$ cat config.mk
export PLATFORM = sky130hd
export DESIGN_NAME = sim_status_monitor
export DESIGN_NICKNAME = d
export VERILOG_FILES = /design/src/rtl/sim_status_pkg.sv /design/src/rtl/sim_status_debounce.sv /design/src/rtl/sim_status_monitor.sv
export SDC_FILE = /design/constraint.sdc
export NUM_CORES = 1
export LEC_CHECK = 0
export ABC_AREA = 1
export BUFFER_PORTS_ARGS = -buffer_cell sky130_fd_sc_hd__buf_4
export CAP_MARGIN = 0
export CORE_ASPECT_RATIO = 1.4
export CORE_MARGIN = 1.5
export CORE_UTILIZATION = 45
export CTS_CLUSTER_DIAMETER = 40
export DETAILED_ROUTE_END_ITERATION = 8
export PLACE_DENSITY = 0.67
export SETUP_SLACK_MARGIN = 0.3
export SLEW_MARGIN = 5
export SYNTH_ARGS = -nofsm -noshare
export SYNTH_HDL_FRONTEND = slang
export SYNTH_HIERARCHICAL = 1
export SYNTH_SLANG_ARGS = --single-unit
$ cat constraint.sdc
create_clock -name clk_sys -period 5 [get_ports clk_sys]
set_clock_uncertainty 0.05 [all_clocks]
set_input_delay 0.25 -clock clk_sys [delete_from_list [all_inputs] [get_ports clk_sys]]
set_output_delay 0.25 -clock clk_sys [all_outputs]
set_load 0.01 [all_outputs]
$ cat src/rtl/sim_status_pkg.sv
// Shared types for the end-of-test status monitor.
package sim_status_pkg;

    typedef enum logic [1:0] {StRun, StDrain, StDone} sim_status_state_e;

    typedef enum {SigNone, SigPass, SigFail} sig_class_e;

    localparam logic [15:0] TimeoutFailCode = 16'hFFFF;

endpackage

$ cat src/rtl/sim_status_debounce.sv
// Registers the masked GPIO pins, classifies them and requires a signature
// to hold for StableCycles consecutive cycles before it is accepted.
module sim_status_debounce
    import sim_status_pkg::*;
#(
    parameter logic [31:0] PassSig      = 32'hDEADBEEF,
    parameter logic [15:0] FailPrefix   = 16'hBAD0,
    parameter int unsigned StableCycles = 2
) (
    input  logic        clk_sys,
    input  logic        rst_sys_n,
    input  logic [31:0] gpio_i,
    input  logic [31:0] gpio_en_i,
    output logic [15:0] fail_code,
    output logic        accept_pass,
    output logic        accept_fail,
    output logic        pins_changed
);

    localparam logic [3:0] StableLast = 4'(StableCycles);

    logic [31:0] pins_q;
    logic [31:0] prev_pins_q;
    logic [3:0]  stable_q;
    logic [3:0]  stable_d;
    logic        reached;
    sig_class_e  sig_class;

    always_ff @(posedge clk_sys or negedge rst_sys_n) begin
        if (!rst_sys_n) begin
            pins_q      <= '0;
            prev_pins_q <= '0;
            stable_q    <= '0;
        end else begin
            pins_q      <= gpio_i & gpio_en_i;
            prev_pins_q <= pins_q;
            stable_q    <= stable_d;
        end
    end

    assign pins_changed = (pins_q != prev_pins_q);
    assign fail_code    = pins_q[15:0];

    always_comb begin
        sig_class = SigNone;
        if (pins_q == PassSig) begin
            sig_class = SigPass;
        end else if (pins_q[31:16] == FailPrefix) begin
            sig_class = SigFail;
        end
    end

    // The first cycle a new signature is seen already counts as 1.
    always_comb begin
        stable_d = stable_q;
        if (sig_class == SigNone) begin
            stable_d = '0;
        end else if (pins_changed) begin
            stable_d = 4'd1;
        end else if (stable_q < StableLast) begin
            stable_d = stable_q + 4'd1;
        end
    end

    // Fire once, on the cycle the count arrives, not while it sits saturated.
    assign reached     = (stable_d == StableLast) && (pins_changed || (stable_q != StableLast));
    assign accept_pass = reached && (sig_class == SigPass);
    assign accept_fail = reached && (sig_class == SigFail);

endmodule

$ cat src/rtl/sim_status_monitor.sv
// End-of-test monitor: latches a first-wins verdict from GPIO signatures or a
// progress watchdog, then drains for DrainCycles before requesting finish.
//   state   | meaning
//   StRun   | watching GPIO for a signature or a timeout
//   StDrain | verdict latched, counting down to finish
//   StDone  | finish requested, everything frozen
module sim_status_monitor
    import sim_status_pkg::*;
#(
    parameter logic [31:0] PassSig       = 32'hDEADBEEF,
    parameter logic [15:0] FailPrefix    = 16'hBAD0,
    parameter int unsigned StableCycles  = 2,
    parameter int unsigned DrainCycles   = 7,
    parameter int unsigned TimeoutCycles = 0,
    parameter int unsigned TimeoutW      = 32
) (
    input  logic        clk_sys,
    input  logic        rst_sys_n,
    input  logic [31:0] gpio_i,
    input  logic [31:0] gpio_en_i,
    output logic        finish_o,
    output logic        pass_o,
    output logic        fail_o,
    output logic        timeout_o,
    output logic [15:0] fail_code_o,
    output logic        verdict_pulse_o
);

    localparam logic [7:0]          DrainLast   = 8'(DrainCycles);
    localparam logic [TimeoutW-1:0] TimeoutLast = TimeoutW'(TimeoutCycles - 1);

    sim_status_state_e   state_q, state_d;
    logic [7:0]          drain_q, drain_d;
    logic [TimeoutW-1:0] to_cnt_q, to_cnt_d;

    logic        accept_pass, accept_fail, pins_changed;
    logic [15:0] pins_code;
    logic        timeout_hit, verdict;
    logic        set_pass, set_fail, set_timeout, set_finish;
    logic [15:0] code_d;

    logic        pass_q, fail_q, timeout_q, finish_q;
    logic [15:0] fail_code_q;

    sim_status_debounce #(
        .PassSig      (PassSig),
        .FailPrefix   (FailPrefix),
        .StableCycles (StableCycles)
    ) u_debounce (
        .clk_sys      (clk_sys),
        .rst_sys_n    (rst_sys_n),
        .gpio_i       (gpio_i),
        .gpio_en_i    (gpio_en_i),
        .fail_code    (pins_code),
        .accept_pass  (accept_pass),
        .accept_fail  (accept_fail),
        .pins_changed (pins_changed)
    );

    assign timeout_hit = (TimeoutCycles != 0) && (state_q == StRun) &&
                         !pins_changed && (to_cnt_q == TimeoutLast);
    assign verdict     = (state_q == StRun) && (accept_pass || accept_fail || timeout_hit);

    always_ff @(posedge clk_sys or negedge rst_sys_n) begin
        if (!rst_sys_n) begin
            state_q  <= StRun;
            drain_q  <= '0;
            to_cnt_q <= '0;
        end else begin
            state_q  <= state_d;
            drain_q  <= drain_d;
            to_cnt_q <= to_cnt_d;
        end
    end

    always_comb begin
        state_d  = state_q;
        drain_d  = drain_q;
        to_cnt_d = to_cnt_q;
        case (state_q)
            StRun: begin
                if (pins_changed) begin
                    to_cnt_d = '0;
                end else if (to_cnt_q != '1) begin
                    to_cnt_d = to_cnt_q + TimeoutW'(1);
                end
                if (verdict) begin
                    drain_d = 8'd1;
                    state_d = (DrainLast == 8'd1) ? StDone : StDrain;
                end
            end
            StDrain: begin
                drain_d = drain_q + 8'd1;
                if (drain_q + 8'd1 == DrainLast) begin
                    state_d = StDone;
                end
            end
            StDone:  state_d = StDone;
            default: state_d = StRun;
        endcase
    end

    // accept_pass and accept_fail are mutually exclusive; signatures beat the timeout.
    always_comb begin
        verdict_pulse_o = 1'b0;
        set_pass        = 1'b0;
        set_fail        = 1'b0;
        set_timeout     = 1'b0;
        set_finish      = 1'b0;
        code_d          = fail_code_q;
        case (state_q)
            StRun: begin
                verdict_pulse_o = verdict;
                set_finish      = verdict && (DrainLast == 8'd1);
                if (accept_pass) begin
                    set_pass = 1'b1;
                end else if (accept_fail) begin
                    set_fail = 1'b1;
                    code_d   = pins_code;
                end else if (timeout_hit) begin
                    set_fail    = 1'b1;
                    set_timeout = 1'b1;
                    code_d      = TimeoutFailCode;
                end
            end
            StDrain: set_finish = (drain_q + 8'd1 == DrainLast);
            default: set_finish = 1'b0;
        endcase
    end

    always_ff @(posedge clk_sys or negedge rst_sys_n) begin
        if (!rst_sys_n) begin
            pass_q      <= 1'b0;
            fail_q      <= 1'b0;
            timeout_q   <= 1'b0;
            finish_q    <= 1'b0;
            fail_code_q <= '0;
        end else begin
            pass_q      <= pass_q | set_pass;
            fail_q      <= fail_q | set_fail;
            timeout_q   <= timeout_q | set_timeout;
            finish_q    <= finish_q | set_finish;
            fail_code_q <= code_d;
        end
    end

    assign pass_o      = pass_q;
    assign fail_o      = fail_q;
    assign timeout_o   = timeout_q;
    assign finish_o    = finish_q;
    assign fail_code_o = fail_code_q;

endmodule

==> results.md <==
- 80 — pin count of the biggest net entering global routing
- 18.2% — Tot GR Track Use
- 0 — count of inserted antenna diode cells
- 1.63 mW — post-layout total power
- flip-flop to flip-flop — category of the most critical setup path
- 577 — gate count of the mapped netlist
- sky130_fd_sc_hd__nand2_1 — most frequent standard cell in the layout excluding fill and tap cells
- 97 — number of storage elements in the synthesis netlist
- 15.2 mm — global-route wire length before repair
- 0 — Final Hold Violating Endpoints
- 290 nW/µm² — P per Cell Area
- 34.1% — worst rel slew slack
- 0 — antenna violations before repair
- false — RSZ-0062 raised after global routing
- sky130_fd_sc_hd__clkbuf_16 — buffer type at the clock tree root
- flip-flop — endpoint class of the critical path
- 10000 µm² — core area
- 797 — post-layout instance count excluding filler cells
- 944 — final-layout fill cell count
- 2.64 ns — minimum clock period
- sky130_fd_sc_hd__nand2_1, sky130_fd_sc_hd__inv_1, sky130_fd_sc_hd__dfrtp_1 — top library cells by usage in the layout, fill and taps aside
- u_debounce/pins_q[6] — capture endpoint of the worst hold path
- 729 — final layout net count
- 11000 µm² — Die ar.
- 21.3% — fraction of final layout cells sized beyond drive strength 1
- u_debounce/pins_q[14] — startpoint of the worst register-to-register path
- 0 — Setup Buffers After CTS
- 0 — max-capacitance violation count
- 4.50 — number of vias per cell after detailed routing
- 0.989 ns — Least-Margin Pin Slew
- 0 — post-detailed-route DRC marker count
- 43 — number of standard-cell rows in the floorplan
- 8.74 mm — DRT Wirelength
- u_debounce/pins_q[14] — CP Launch Point
- 9 — Num CTS Buffers
- 6.57 mm — HPWL after detailed placement
- 52.9% — crit share post-route
- built — clock tree from TritonCTS
- 649 — Post-Synthesis Net Count
- 14 — Worst Reg-to-Reg Cells
- gpio_en_i[6] — start point of the worst min-delay path
- complete, no violations — run status
- 11.0 µm — WL per Instance
- 2.36 ns — slack of the worst reg-to-reg path
- 3 — number of cells on the worst hold path
- 0.07 ns — clock-pin transition on the worst setup and hold timing paths
- 0.0346 ns — Hold Slack
- 0 — Slew Viols, Final
- 46.5% — starting density of the core
- 123 µm — chip height
- 2 — maximum clock path buffer count
- 176 µV — worst vdd ir
- flip-flop — category of the worst setup path launch point
- 17 — highest net fanout along the worst path
- 0.782 — global placement routability congestion
- 4650 µm² — Post-Synthesis Cell Area
- 21.1% — area growth from synthesis to layout
- 3583 — via total after detailed routing
- 3609 — vias in the first global route
- 0 ns — post-route setup TNS
- 2.82 ns — Arrival @ worst endpoint
- 3.17 nW — leakage power
- 6 — Synthesis Warnings
- 0 — Finish-stage setup viols
- 88.9 µm — die boundary width
- 29 — Unique masters post-synth
- 0.378 GHz — fmax
- 0 — post-cts repair resize count
- 0 — GR Overflow Total
- 97 — Clock Sink Count
- 5.18 ns — Worst Path Required
- 5 — total iterations of the first detailed-routing run
- 85 — Port Buffers
- 780 — number of instances in the placed design
- 56.3% — Util after Layout
- 0.35 ns — insertion delay of the later-clocked pin in the worst-skew pair
- 142 — number of DRC markers after the initial detailed-route iteration
- 8.06 µm² — mean area per synthesized cell
- input pin to flip-flop — Hold/Removal Path Class
- fail_code_o[2] — endpoint of the worst register-to-register path
- 87 — top-level I/O count
- 3 — total number of H-tree levels
- 0 — count of antenna-violating nets left after detailed routing
- 52.2% — fraction of the yosys area taken by sequential cells
## critical path: stages (launching register included)
cell and delay [ns]:
sky130_fd_sc_hd__dfrtp_1 0.40, sky130_fd_sc_hd__inv_1 0.07, sky130_fd_sc_hd__nand2_1 0.08, sky130_fd_sc_hd__nand2_1 0.05
sky130_fd_sc_hd__nor2_1 0.20, sky130_fd_sc_hd__nand2_1 0.08, sky130_fd_sc_hd__nor2_1 0.08, sky130_fd_sc_hd__nand2_1 0.06
sky130_fd_sc_hd__nor2_2 0.14, sky130_fd_sc_hd__nand2_1 0.06, sky130_fd_sc_hd__nand2_1 0.08, sky130_fd_sc_hd__nand3_1 0.10
sky130_fd_sc_hd__nor2_1 0.21, sky130_fd_sc_hd__nand3_2 0.43, sky130_fd_sc_hd__mux2_2 0.43
## worst max-delay path by stage
stage,to,depth (start not counted),slack (ns)
global placement,fail_code_o[15],13,2.39
detailed placement,fail_code_o[2],14,2.32
floorplan,fail_code_o[0],15,2.75
finish,fail_code_o[2],14,2.36
global route,fail_code_o[9],13,2.04
CTS,fail_code_o[2],14,2.29
## power breakdown
part	internal (mW)	leakage, nW	switching, mW	total (mW)
clock network	0.356	0.136	0.302	0.658
logic	0.0656	1.75	0.0726	0.138
registers	0.811	1.29	0.0246	0.835
total	1.23	3.17	0.400	1.63
## cell type report
cell class / count / area [µm²] / share of cell area, %
repair buffers: 87 / 656 / 11.6
flip-flops and latches: 97 / 2430 / 43.1
inverters: 128 / 480 / 8.53
clock inverters: 6 / 50.0 / 0.889
multi-input cells: 334 / 1610 / 28.6
clock buffers: 10 / 239 / 4.24
well taps: 135 / 169 / 3.00
## flip-flops by register name, indices dropped and copies added (netlist names)
signal / flops
drain_q: 8
fail_code_o: 16
fail_o: 1
finish_o: 1
pass_o: 1
state_q: 2
u_debounce/pins_q: 32
u_debounce/prev_pins_q: 32
u_debounce/stable_q: 4
## cell families (layout without fill, tap and decap cells)
| family | after synthesis | in the layout | synth area share (%) |
|---|---|---|---|
| simple gates | 285 | 285 | 25.1 |
| buf+inv | 146 | 231 | 13.2 |
| flops | 97 | 97 | 52.2 |
| compound gates | 18 | 18 | 2.45 |
| mux | 16 | 16 | 3.87 |
| xor+xnor | 8 | 8 | 1.51 |
| fa+ha+maj | 6 | 6 | 1.61 |
| other cells | 1 | 1 | 0.0806 |
## stage by stage
stage,setup WS [ns],area [µm²]
global route,2.04,5630
detailed placement,2.32,5330
floorplan,2.75,4650
CTS,2.29,5630
global placement,2.39,5330
finish,2.36,5630
## Yosys cell counts, drive strengths merged
cell / count / share of area, %
inv: 128 / 10
o22ai: 3 / 0.40
xor2: 3 / 0.57
nand3b: 1 / 0.16
nand4: 7 / 0.94
conb: 1 / 0.081
o21ai: 6 / 0.65
dfrtp: 97 / 52
xnor2: 5 / 0.94
a21boi: 1 / 0.16
ha: 6 / 1.6
mux2: 16 / 3.9
nand2: 190 / 16
nor2: 68 / 6.0
and2: 2 / 0.27
nand3: 16 / 2.0
o32ai: 1 / 0.19
nor3: 1 / 0.11
buf: 18 / 2.9
a21oi: 3 / 0.40
o21bai: 4 / 0.65
## repair_timing
item / CTS / global route
endpoints found under the hold margin: 18 / 0
endpoints found under the setup margin: 0 / 0
hold buffers: 1 / 0
## metal layers
| metal | up-vias | track usage [%] | part of all wire (%) |
|---|---|---|---|
| li1 | 1840 | - | - |
| met1 | 1663 | 20.3 | 42 |
| met2 | 64 | 32.6 | 53 |
| met3 | 16 | 3.14 | 3.3 |
| met4 | 0 | 9.08 | 2.6 |
| met5 | - | 0 | 0 |
(Power assumes the default switching activity.)
